## src/rtl/spi_pkg.sv

```systemverilog
// Shared types and frame constants for the SPI master and its SCLK timing helper.
package spi_pkg;

    typedef enum logic [2:0] {
        IDLE,
        SETUP,
        SHIFT,
        HOLD,
        GAP
    } spi_state_t;

    localparam logic SPI_CMD_READ   = 1'b1;
    localparam logic SPI_CMD_WRITE  = 1'b0;
    localparam int   SPI_FRAME_BITS = 16;
    localparam int   SPI_ADDR_W     = 7;
    localparam int   SPI_DATA_W     = 8;

    function automatic logic [SPI_FRAME_BITS-1:0] spi_pack_frame(
        input logic [SPI_ADDR_W-1:0] addr,
        input logic                  rw,
        input logic [SPI_DATA_W-1:0] data
    );
        return {addr, rw, data};
    endfunction

endpackage

```

## src/rtl/spi_sclk_tick.sv

```systemverilog
// SCLK half-period timer: counts CLK_DIV clk cycles per phase and toggles SCLK
// only while shifting; half/rise/fall strobes mark the clk edge ending a phase.
module spi_sclk_tick #(
    parameter int CLK_DIV = 4
) (
    input  logic clk,
    input  logic reset_n,
    input  logic clr_i,
    input  logic en_i,
    input  logic shift_i,
    output logic sclk_o,
    output logic half_tick_o,
    output logic rise_tick_o,
    output logic fall_tick_o
);

    localparam int CNT_W = (CLK_DIV > 1) ? $clog2(CLK_DIV) : 1;
    localparam logic [CNT_W-1:0] RELOAD = CNT_W'(CLK_DIV - 1);

    logic [CNT_W-1:0] cnt_q, cnt_d;
    logic             sclk_q, sclk_d;
    logic             half_tick, rise_tick, fall_tick;

    always_comb begin
        half_tick = en_i && (cnt_q == '0);
        rise_tick = half_tick && shift_i && !sclk_q;
        fall_tick = half_tick && sclk_q;

        cnt_d  = cnt_q;
        sclk_d = sclk_q;
        if (clr_i) begin
            cnt_d  = RELOAD;
            sclk_d = 1'b0;
        end else begin
            if (en_i) begin
                cnt_d = (cnt_q == '0) ? RELOAD : cnt_q - CNT_W'(1);
            end
            if (rise_tick) begin
                sclk_d = 1'b1;
            end else if (fall_tick) begin
                sclk_d = 1'b0;
            end
        end
    end

    always_ff @(posedge clk) begin
        if (!reset_n) begin
            cnt_q  <= RELOAD;
            sclk_q <= 1'b0;
        end else begin
            cnt_q  <= cnt_d;
            sclk_q <= sclk_d;
        end
    end

    assign sclk_o      = sclk_q;
    assign half_tick_o = half_tick;
    assign rise_tick_o = rise_tick;
    assign fall_tick_o = fall_tick;

endmodule

```

## src/rtl/spi_master.sv

```systemverilog
// SPI master for 16-bit {addr, rw, data} frames with registered pin outputs.
// Define SPI_MASTER_LOOPBACK_EN to read back the transmitted byte instead of MISO.
module spi_master
    import spi_pkg::*;
#(
    parameter int CLK_DIV = 4,
    parameter int CS_GAP  = 8,
    parameter int ADDR_W  = SPI_ADDR_W,
    parameter int DATA_W  = SPI_DATA_W
) (
    input  logic              clk,
    input  logic              reset_n,
    input  logic              start,
    input  logic              rw,
    input  logic [ADDR_W-1:0] addr,
    input  logic [DATA_W-1:0] wdata,
    output logic              ready,
    output logic              done,
    output logic [DATA_W-1:0] rdata,
    output logic              sclk_pin,
    output logic              cs_pin,
    output logic              mosi_pin,
    input  logic              miso_pin
);

    localparam int FRAME_W = ADDR_W + 1 + DATA_W;
    localparam int GAP_W   = (CS_GAP > 1) ? $clog2(CS_GAP) : 1;
    localparam logic [4:0]       BIT_END    = 5'(FRAME_W);
    localparam logic [4:0]       DATA_FIRST = 5'(ADDR_W + 1);
    localparam logic [GAP_W-1:0] GAP_LOAD   = GAP_W'(CS_GAP - 1);

    spi_state_t         state_q, state_d;
    logic [4:0]         bit_q, bit_d;
    logic [4:0]         bit_next;
    logic [GAP_W-1:0]   gap_q, gap_d;
    logic [FRAME_W-1:0] sh_q, sh_d;
    logic [DATA_W-1:0]  rx_q, rx_d;
    logic [DATA_W-1:0]  rdata_q, rdata_d;
    logic               rw_q, rw_d;
    logic               cs_q, cs_d;
    logic               mosi_q, mosi_d;
    logic               done_q, done_d;
    logic               ready_q, ready_d;

    logic tick_clr, tick_en, tick_shift;
    logic sclk_w, half_tick, rise_tick, fall_tick;
    logic miso_src, tx_mask;

    assign tick_clr   = (state_q == IDLE);
    assign tick_en    = (state_q == SETUP) || (state_q == SHIFT) || (state_q == HOLD);
    assign tick_shift = (state_q == SHIFT);
    assign bit_next   = bit_q + 5'd1;

`ifdef SPI_MASTER_LOOPBACK_EN
    logic unused_miso;
    assign unused_miso = miso_pin;
    assign miso_src    = mosi_q;
    assign tx_mask     = 1'b0;
`else
    assign miso_src = miso_pin;
    // Read frames send zeros in the data byte so the slave sees a clean command.
    assign tx_mask  = (rw_q == SPI_CMD_READ) && (bit_next >= DATA_FIRST);
`endif

    spi_sclk_tick #(
        .CLK_DIV(CLK_DIV)
    ) u_sclk_tick (
        .clk        (clk),
        .reset_n    (reset_n),
        .clr_i      (tick_clr),
        .en_i       (tick_en),
        .shift_i    (tick_shift),
        .sclk_o     (sclk_w),
        .half_tick_o(half_tick),
        .rise_tick_o(rise_tick),
        .fall_tick_o(fall_tick)
    );

    always_comb begin
        state_d = state_q;
        bit_d   = bit_q;
        gap_d   = gap_q;
        sh_d    = sh_q;
        rx_d    = rx_q;
        rdata_d = rdata_q;
        rw_d    = rw_q;
        cs_d    = cs_q;
        mosi_d  = mosi_q;
        done_d  = 1'b0;

        case (state_q)
            IDLE: begin
                cs_d   = 1'b1;
                mosi_d = 1'b0;
                if (start) begin
                    sh_d    = {addr, rw, wdata};
                    rw_d    = rw;
                    mosi_d  = addr[ADDR_W-1];
                    cs_d    = 1'b0;
                    bit_d   = '0;
                    state_d = SETUP;
                end
            end
            SETUP: begin
                if (half_tick) begin
                    state_d = SHIFT;
                end
            end
            SHIFT: begin
                // MISO is sampled on the clk edge that raises SCLK.
                if (rise_tick && (rw_q == SPI_CMD_READ) && (bit_q >= DATA_FIRST)) begin
                    rx_d = {rx_q[DATA_W-2:0], miso_src};
                end
                if (fall_tick) begin
                    bit_d = bit_next;
                    if (bit_next == BIT_END) begin
                        mosi_d  = 1'b0;
                        state_d = HOLD;
                    end else begin
                        sh_d   = {sh_q[FRAME_W-2:0], 1'b0};
                        mosi_d = sh_q[FRAME_W-2] & ~tx_mask;
                    end
                end
            end
            HOLD: begin
                if (half_tick) begin
                    cs_d    = 1'b1;
                    gap_d   = GAP_LOAD;
                    state_d = GAP;
                end
            end
            GAP: begin
                if (gap_q == '0) begin
                    done_d  = 1'b1;
                    state_d = IDLE;
                    if (rw_q == SPI_CMD_READ) begin
                        rdata_d = rx_q;
                    end
                end else begin
                    gap_d = gap_q - GAP_W'(1);
                end
            end
            default: begin
                cs_d    = 1'b1;
                mosi_d  = 1'b0;
                state_d = IDLE;
            end
        endcase

        ready_d = (state_d == IDLE);
    end

    always_ff @(posedge clk) begin
        if (!reset_n) begin
            state_q <= IDLE;
            bit_q   <= '0;
            gap_q   <= '0;
            rw_q    <= SPI_CMD_WRITE;
            cs_q    <= 1'b1;
            mosi_q  <= 1'b0;
            done_q  <= 1'b0;
            ready_q <= 1'b1;
            rdata_q <= '0;
        end else begin
            state_q <= state_d;
            bit_q   <= bit_d;
            gap_q   <= gap_d;
            rw_q    <= rw_d;
            cs_q    <= cs_d;
            mosi_q  <= mosi_d;
            done_q  <= done_d;
            ready_q <= ready_d;
            rdata_q <= rdata_d;
        end
    end

    always_ff @(posedge clk) begin
        sh_q <= sh_d;
        rx_q <= rx_d;
    end

    assign ready    = ready_q;
    assign done     = done_q;
    assign rdata    = rdata_q;
    assign sclk_pin = sclk_w;
    assign cs_pin   = cs_q;
    assign mosi_pin = mosi_q;

endmodule
```

## config.mk

```make
export PLATFORM = sky130hd
export DESIGN_NAME = spi_master
export DESIGN_NICKNAME = d
export VERILOG_FILES = /design/src/rtl/spi_pkg.sv /design/src/rtl/spi_sclk_tick.sv /design/src/rtl/spi_master.sv
export SDC_FILE = /design/constraint.sdc
export NUM_CORES = 1
export LEC_CHECK = 0
export CAP_MARGIN = 0
export CORE_UTILIZATION = 45
export CTS_CLUSTER_DIAMETER = 150
export DETAILED_ROUTE_END_ITERATION = 8
export GPL_TIMING_DRIVEN = 1
export MAX_ROUTING_LAYER = met4
export PLACE_DENSITY_LB_ADDON = 0.1
export SLEW_MARGIN = 5
export SYNTH_ARGS = -nofsm -noshare
export SYNTH_HDL_FRONTEND = slang
export SYNTH_SLANG_ARGS = --single-unit
```

## constraint.sdc

```tcl
create_clock -name clk -period 3.51 [get_ports clk]
set_input_delay 0.702 -clock clk [delete_from_list [all_inputs] [get_ports clk]]
set_output_delay 0.702 -clock clk [all_outputs]
set_load 0.02 [all_outputs]
```

Word-level counts from Yosys, hierarchy flattened
Index checks and enable logic that the tools add are counted.
{ "op_classes": {"n_mux": 28, "magnitude_cmp": 2, "reduce_logical": 29, "add_sub_neg": 3, "n_eq_ne": 10, "bitwise_logic": 5} }
{ "op_table": {"columns": ["operator", "n"], "rows": [
  ["$mux W15", 3],
  ["$pmux W15 S2", 1],
  ["$mux W3", 8],
  ["$pmux W3 S5", 1],
  ["$ge A5 B4 Y1 const B", 2],
  ["$mux W5", 2],
  ["$ne A2 B2 Y1 const B", 5],
  ["$pmux W5 S2", 1],
  ["$reduce_and A2 Y1", 5],
  ["$logic_not A3 Y1", 3],
  ["$reduce_and A3 Y1", 3],
  ["$mux W1", 8],
  ["$logic_and A1 B1 Y1", 7],
  ["$eq A3 B2 Y1 const B", 2],
  ["$pmux W1 S3", 2],
  ["$pmux W3 S2", 1],
  ["$reduce_bool A2 Y1", 3],
  ["$reduce_or A3 Y1", 2],
  ["$add A5 B1 Y5 const B", 1],
  ["$eq A5 B5 Y1 const B", 1],
  ["$not A1 Y1", 4],
  ["$reduce_and A4 Y1", 1],
  ["$eq A3 B1 Y1 const B", 1],
  ["$eq A3 B3 Y1 const B", 1],
  ["other kinds (8)", 9]
]} }
{ "word_totals": {"out_inout_bits": 13, "regBits": 50, "elab_cells": 90} }

Logic depth before layout (Yosys ltp)
Gate-level depths: netlist (run 1).
{ "depth": {"depth_word": 9, "depth_mapped": 8, "ltp_nobuf": 7} }

By module
A second synthesis (run 1) with hierarchy kept.
{ "hier_totals": {"cells_unflattened": 231, "hier_area_um2": 2287.2} }
{ "by_module_without_submodules": {"columns": ["module", "cells_per_inst", "area_each_um2", "instances"], "rows": [
  ["spi_master", 214, 2125.8, 1],
  ["spi_sclk_tick", 17, 161.4, 1]
]} }

Worst setup path after synthesis (run 1)
No wires, ideal clock.
{ "synth_path": {"path_kind": "register to register", "from": "register bit_q[0]", "to": "register sh_q[0], enable pin", "n_path_buf": 0, "arrival_time_ps": 1903, "path_slack_ps": 1221, "synth_period_minus_slack_ps": 2289, "stages_incl_launch_ff": 7, "required_time_ps": 3124, "path_cell_list": "dfxtp_1 > ha_1 > a21boi_0 > a21o_1 > a41oi_1 > nor2_1 > nor2_1"} }
{ "synth_via": {"elab_chain_cells": 4} }
{ "synth_lines": {"columns": ["item", "line_no", "rtl"], "rows": [
  ["start: declaration", "spi_master.sv:33", "logic [4:0] bit_q, bit_d;"],
  ["start signal: assignment", "spi_master.sv:166", "bit_q <= bit_d;"],
  ["$add A5 B1 Y5", "spi_master.sv:52", "assign bit_next = bit_q + 5'd1;"],
  ["$eq A5 B5 Y1", "spi_master.sv:116", "if (bit_next == BIT_END) begin"],
  ["$ne A2 B2 Y1 (no source line)", null, null],
  ["$reduce_and A4 Y1 (no source line)", null, null],
  ["end signal: assignment", "spi_master.sv:178", "sh_q <= sh_d;"],
  ["end: declaration", "spi_master.sv:36", "logic [FRAME_W-1:0] sh_q, sh_d;"]
]} }
No other way between the ends.
A chain may end at the register's enable or synchronous reset.

Worst setup path after layout (run 1)
{ "layout_path": {"from": "register state_q[1]", "to": "register bit_q[3]"} }
{ "layout_via": {"elab_chain_cells": 7} }
{ "layout_lines": {"columns": ["item", "line_no", "rtl"], "rows": [
  ["start: declaration", "spi_master.sv:32", "spi_state_t state_q, state_d;"],
  ["start signal: assignment", "spi_master.sv:165", "state_q <= state_d;"],
  ["$eq A3 B1 Y1 or $eq A3 B2 Y1 (tied branches)", "spi_master.sv:50, spi_master.sv:91", null],
  ["$logic_or A1 B1 Y1 (2 in a row)", "spi_master.sv:50", "assign tick_en = (state_q == SETUP) || (state_q == SHIFT) || (state_q == HOLD);"],
  ["$logic_and A1 B1 Y1", "spi_sclk_tick.sv:25", "half_tick = en_i && (cnt_q == '0);"],
  ["$logic_and A1 B1 Y1", "spi_sclk_tick.sv:27", "fall_tick = half_tick && sclk_q;"],
  ["$ne A2 B2 Y1 (no source line)", null, null],
  ["$reduce_and A3 Y1 (no source line)", null, null]
]} }
Parallel ways exist; a longest one is shown, timed or not.

==> summary.json, run 1 <==
{
  "run_status": "completed",
  "criticalPathCategory": "reg2reg",
  "async_set_or_reset_register_ratio_after_synthesis_pct": 0,
  "share_clk_of_total_power_pct": 31.7,
  "timing.max_slew.rel_slack_pct": 46.2,
  "die-area_um2": 5330,
  "yosys_register_bits": 50,
  "wl_per_cell_um": 11.9,
  "dp_hpwl_mm": 2.56,
  "core_ar_um2": 4790,
  "cts_repair_resize_count": 0,
  "global_route_wire_length_before_repair_mm": 6.40,
  "postRouteWirelength_mm": 3.83,
  "gpl.final_weighted_congestion": 0.740,
  "vdd_drop_max_v": 0.000163,
  "most_common_flop_cell_mapped_by_yosys": "dfxtp_1",
  "worst_setup_path_startpoint": "state_q[1]",
  "powerDensity_nw_per_um2": 377,
  "max_cap_viol_count": 0,
  "synth_top_area_share_pct": 30.4,
  "worstMarginPinSlew_ps": 805,
  "synth_top_area_cell": "edfxtp_1",
  "timing.rr.start": "state_q[1]",
  "numPortBuffers": 32,
  "antenna_found_initial": 0,
  "crit_path_start_kind": "register",
  "cts_made_buffers": 5,
  "synth_commonest_cells": "nand2_1 (56), dfxtp_1 (27), edfxtp_1 (23), nor2b_1 (15), mux2i_1 (12)",
  "timing_hold_violations_final": 0,
  "syn_std_cell_area_um2": 2270,
  "placement.cell_area_um2": 2650,
  "syn_inst": 222,
  "drive_above_1_share_pct": 5.88,
  "groute.usage.overall_pct": 16.3,
  "seq_area_frac_synth_pct": 54.2,
  "synth.most_common_cell": "nand2_1",
  "die_height_um": 73.0,
  "synthDistinctLibCells": 39,
  "floorplan.initialDensity_pct": 47.5,
  "rrSetupSlack_ps": 1180,
  "globalRouteOverflowTotal": 0,
  "critical_path.endpoint_type": "register",
  "clock_skew_ps": 7.47,
  "number_of_inserted_diodes": 0,
  "fin_area_um2": 2740,
  "final_cycle_utilization_of_the_critical_path_pct": 66.4,
  "syn-num-nets": 247,
  "critical_path_peak_fanout": 12,
  "die_x_um": 73.0,
  "ys.warnings.count": 0,
  "cts_clock_pin_slew_for_the_worst_setup_and_hold_paths_ps": 90,
  "clock-sinks": 50,
  "intPower_mw": 0.806,
  "areaGrowthSynthToFinish_pct": 20.5,
  "drt_first_iter_violations": 62,
  "drc_errors": 0,
  "placementRows": 25,
  "ios": 33,
  "vias_per_cell": 4.89,
  "first_global_vias": 1370,
  "layout.nets": 279,
  "fmax_mhz": 429,
  "average_cell_area_after_synthesis_um2": 10.2,
  "routed-via-count": 1576,
  "synth_enable_flop_cells": 23,
  "sequential_fraction_of_design_power_pct": 61.6,
  "netlist_top_cells_area": "edfxtp_1 (30%), dfxtp_1 (24%), nand2_1 (9.3%), mux2i_1 (5.3%), nor2b_1 (4.1%)",
  "setup_viol_count_final": 0,
  "cts-htree-levels": 2,
  "fill_cells": 435,
  "cts_hold_buffers": 0,
  "maxSlewViolCount": 0,
  "finalSetupTns_ps": 0,
  "worst-endpoint-required_ps": 3740,
  "cts_root_buf": "clkbuf_8",
  "ctsLongestPathBuffers": 2,
  "leakage_power_nw": 1.07,
  "worstSkewPairLatency_ps": 300,
  "period_needed_ps": 2330,
  "timing.hold.worst.class": "reg2reg",
  "power_switching_share_pct": 21.8,
  "power.net_switching_mw": 0.225,
  "grt_max_degree": 28,
  "crit_path_dat_ps": 2560,
  "cts_setup_buffers": 0,
  "dr.pass1.iters": 4,
  "antenna_left": 0,
  "tritoncts": "built",
  "combinationalPowerShare_pct": 6.7,
  "timing.hold.worst.start": "rx_q[1]",
  "setup_repair_after_global_routing_missed_its_margin": "no"
}
## worst paths after layout
path | cells past startpoint | endpoint
max | 5 | bit_q[3]
min | 0 | rx_q[2]
max reg2reg | 5 | bit_q[3]
min reg2reg | 0 | rx_q[2]
## layer usage
| metal | wire [um] | vias up | GRT usage (%) |
|---|---|---|---|
| met5 | 0 | - | - |
| li1 | - | 819 | - |
| met1 | 2030 | 717 | 22.9 |
| met2 | 1590 | 34 | 22.0 |
| met3 | 144 | 6 | 4.56 |
| met4 | 65 | 0 | 6.54 |
## logic make-up (layout without fill, tap and decap cells)
| logic type | Yosys count | after routing | share of synthesized area [%] |
|---|---|---|---|
| flops | 50 | 50 | 54.2 |
| buf+inv | 15 | 48 | 2.92 |
| fa+ha+maj | 5 | 5 | 2.75 |
| xor+xnor | 3 | 3 | 1.16 |
| mux | 13 | 13 | 5.79 |
| simple gates | 107 | 107 | 24.7 |
| compound gates | 29 | 29 | 8.43 |
## state kept, by name, summed over array words and instances, names as in the netlist
register            flops
rdata                   8
u_sclk_tick.sclk_o      1
done                    1
ready                   1
cs_pin                  1
gap_q                   3
mosi_pin                1
rw_q                    1
bit_q                   5
u_sclk_tick.cnt_q       2
rx_q                    8
sh_q                   15
state_q                 3
## per-stage QoR
| stage | hold slack, ps | power (mW) | util, % | instances | setup WS [ps] |
|---|---|---|---|---|---|
| floorplan | 426 | 0.683 | - | 222 | 1220 |
| global placement | 432 | 0.718 | 55.4 | 314 | 1070 |
| detailed placement | 445 | 0.718 | 55.4 | 314 | 1060 |
| CTS | 469 | 1.05 | 57.2 | 322 | 1170 |
| global route | 481 | 1.08 | 57.2 | 322 | 975 |
| finish | 466 | 1.03 | 57.2 | 322 | 1180 |
## cell type report
type | instances | area [um2] | area share, %
inverters | 5 | 18.8 | 0.686
multi-input cells | 157 | 973 | 35.6
clock inverters | 2 | 13.8 | 0.503
clock buffers | 6 | 72.6 | 2.65
flip-flops and latches | 50 | 1230 | 45.0
repair buffers | 35 | 343 | 12.5
well taps | 67 | 83.8 | 3.06
## worst max-delay path, cell delays in order, from the launching register on
cell	delay, ps
dfxtp_1	600
nor3b_2	650
buf_4	290
nand3_1	170
or3_1	380
a21boi_0	150
## power by group through the flow
stage / combinational [mW] / clock [mW] / sequential (mW)
5_1_grt: 0.0769 / 0.364 / 0.637
2_1_floorplan: 0.0355 / 0 / 0.647
3_3_place_gp: 0.0699 / 0 / 0.648
4_1_cts: 0.0703 / 0.340 / 0.635
6_report: 0.0692 / 0.327 / 0.635
3_5_place_dp: 0.0702 / 0 / 0.648
## cell usage in the layout (no fill, tap or decap), types with 2 or more instances in the layout
cell,Yosys,final
nand2_1,56,56
clkdlybuf4s50_1,0,32
dfxtp_1,27,27
edfxtp_1,23,23
nor2b_1,15,15
mux2i_1,12,12
nor2_1,11,11
o21ai_0,10,10
and2_1,6,6
inv_1,5,5
ha_1,5,5
clkbuf_8,0,5
a21boi_0,4,4
nand3_1,4,4
nor3_1,3,3
a21oi_1,3,3
xor2_1,3,3
buf_4,0,3
nand4b_1,2,2
a22oi_1,2,2
nor2_8,2,2
o211a_1,2,2
Power figures use the tool's default switching activity.
==> run 2, diff against run 1 <==
Clock period 3.51 ns to 2.26 ns, I/O delays scaled along.
==> summary.json, run 2 (same netlist as run 1, synthesis figures left out) <==
{
  "cts_setup_buffers": 0,
  "fill_cells": 422,
  "largest_register_ffs": 15,
  "finalSetupTns_ps": 0,
  "timing.critical_path.slowest_stage_cell": "dfxtp_1",
  "die_height_um": 73.0,
  "cp.buffers_inverters": 1,
  "cts_clock_pin_slew_for_the_worst_setup_and_hold_paths_ps": 90,
  "tritoncts": "built",
  "holdPathStages": 0,
  "worstSkewPairLatency_ps": 300,
  "worstMarginPinSlew_ps": 507,
  "crit_path_dat_ps": 2020,
  "power_switching_share_pct": 20.1,
  "max_stage_delay_ps": 380,
  "crit_cells": 7,
  "antenna_found_initial": 0,
  "numPortBuffers": 32,
  "cts_repair_resize_count": 0,
  "leakage_power_nw": 1.14,
  "run_status": "completed",
  "timing.critical_path.max_delay_family": "compound AO/OA/AOI/OAI gates",
  "vdd_drop_max_v": 0.000357,
  "share_clk_of_total_power_pct": 37.2,
  "drc_errors": 0,
  "timing_hold_violations_final": 0,
  "power.net_switching_mw": 0.355,
  "placementRows": 25,
  "crit_path_start_kind": "register",
  "dp_hpwl_mm": 2.82,
  "clock_skew_ps": 8.68,
  "areaGrowthSynthToFinish_pct": 25.7,
  "setup_viol_count_final": 0,
  "drt_first_iter_violations": 103,
  "groute.usage.overall_pct": 17.8,
  "core_ar_um2": 4790,
  "intPower_mw": 1.41,
  "fmax_mhz": 498,
  "critical_path_peak_fanout": 15,
  "critical_path.endpoint_type": "register",
  "area_used_by_multi_input_combinational_logic_um2": 976,
  "drive_above_1_share_pct": 9.85,
  "timing.critical_path.cells": "ha_1 > a21boi_0 > a21o_1 > a41oi_1 > nor2_1 > nor2_2 > buf_12",
  "routed-via-count": 1623,
  "final_cycle_utilization_of_the_critical_path_pct": 88.9,
  "sequential_fraction_of_design_power_pct": 55.7,
  "globalRouteOverflowTotal": 0,
  "first_global_vias": 1563,
  "grt_util_met2_pct": 26.4,
  "ctsLongestPathBuffers": 2,
  "grt_max_degree": 28,
  "final.hold.worst_slack_ps": 459,
  "timing.hold.worst.class": "reg2reg",
  "ios": 33,
  "powerDensity_nw_per_um2": 618,
  "most-common-layout-cells": "nand2_1 (56), clkdlybuf4s50_1 (32), dfxtp_1 (27)",
  "placement.cell_area_um2": 2730,
  "grt_util_met1_pct": 24.0,
  "timing.max_slew.rel_slack_pct": 66.2,
  "layout.cells.most_common": "nand2_1",
  "layout.area.seq_um2": 1230,
  "wl_per_cell_um": 12.4,
  "clock-sinks": 50,
  "criticalPathCategory": "reg2reg",
  "die-area_um2": 5330,
  "regMostFlops": "sh_q",
  "cts-htree-levels": 2,
  "die_x_um": 73.0,
  "maxSlewViolCount": 0,
  "number_of_inserted_diodes": 0,
  "globalRouteMet3Util_pct": 2.90,
  "worst-r2r-cell-count": 7,
  "cts_made_buffers": 5,
  "max_cap_viol_count": 0,
  "combinationalPowerShare_pct": 7.1,
  "vias_per_cell": 4.90,
  "cts_root_buf": "clkbuf_8",
  "antenna_left": 0,
  "grt_most_used_layer": "met2",
  "global_route_wire_length_before_repair_mm": 7.02,
  "worst-endpoint-required_ps": 2270,
  "period_needed_ps": 2010,
  "setup_repair_after_global_routing_missed_its_margin": "no",
  "fin_area_um2": 2850,
  "cts_hold_buffers": 0,
  "floorplan.initialDensity_pct": 47.5,
  "layout.nets": 288,
  "postRouteWirelength_mm": 4.09,
  "gpl.final_weighted_congestion": 0.868,
  "dr.pass1.iters": 4
}
==> run 2: area by class of cell <==
type / instances / area share, %
Sequential cell: 50 / 43.1
Multi-Input combinational cell: 157 / 34.2
Timing Repair Buffer: 44 / 14.8
Tap cell: 67 / 2.94
Clock buffer: 6 / 2.89
Clock inverter: 2 / 1.36
Inverter: 5 / 0.658
==> run 2: path summary, 6_finish.rpt <==
path                                from  endpoint  slack, ps
worst min-delay path             rx_q[2]   rx_q[3]        460
worst max register to register  bit_q[0]  sh_q[14]        250
worst min register to register   rx_q[2]   rx_q[3]        460
worst max-delay path            bit_q[0]  sh_q[14]        250
==> run 2: worst reg2reg max path: stages (launching register included) <==
cell and delay (ps):
dfxtp_1 380, ha_1 300, a21boi_0 150, a21o_1 190
a41oi_1 310, nor2_1 100, nor2_2 140, buf_12 160
==> run 2: power by group through the flow <==
stage / Clock, mW / Sequential (mW) / Combinational (mW)
floorplan: 0 / 1.01 / 0.0557
global placement: 0 / 1.00 / 0.127
detailed placement: 0 / 1.00 / 0.127
CTS: 0.678 / 0.982 / 0.128
global route: 0.709 / 0.985 / 0.140
finish: 0.655 / 0.982 / 0.126
==> run 2: through the flow <==
| stage | setup slack [ps] | std cells | total power, mW | util, % |
|---|---|---|---|---|
| global route | 132 | 331 | 1.83 | 59.6 |
| finish | 251 | 331 | 1.76 | 59.6 |
| detailed placement | 272 | 323 | 1.13 | 57.1 |
| floorplan | 202 | 222 | 1.06 | - |
| global placement | 307 | 323 | 1.13 | 57.1 |
| CTS | 248 | 331 | 1.79 | 59.6 |
==> run 2: per-layer routing <==
layer	vias to the layer above	part of all wire [%]
li1	839	-
met1	750	51
met2	32	45
met3	2	3.1
met4	0	0.81
met5	-	0
==> run 3, diff against run 2 <==
Settings changed: CORE_MARGIN set to 1.
==> results of run 3 <==
Final layout, timing and power as in run 2 (identical DEF).
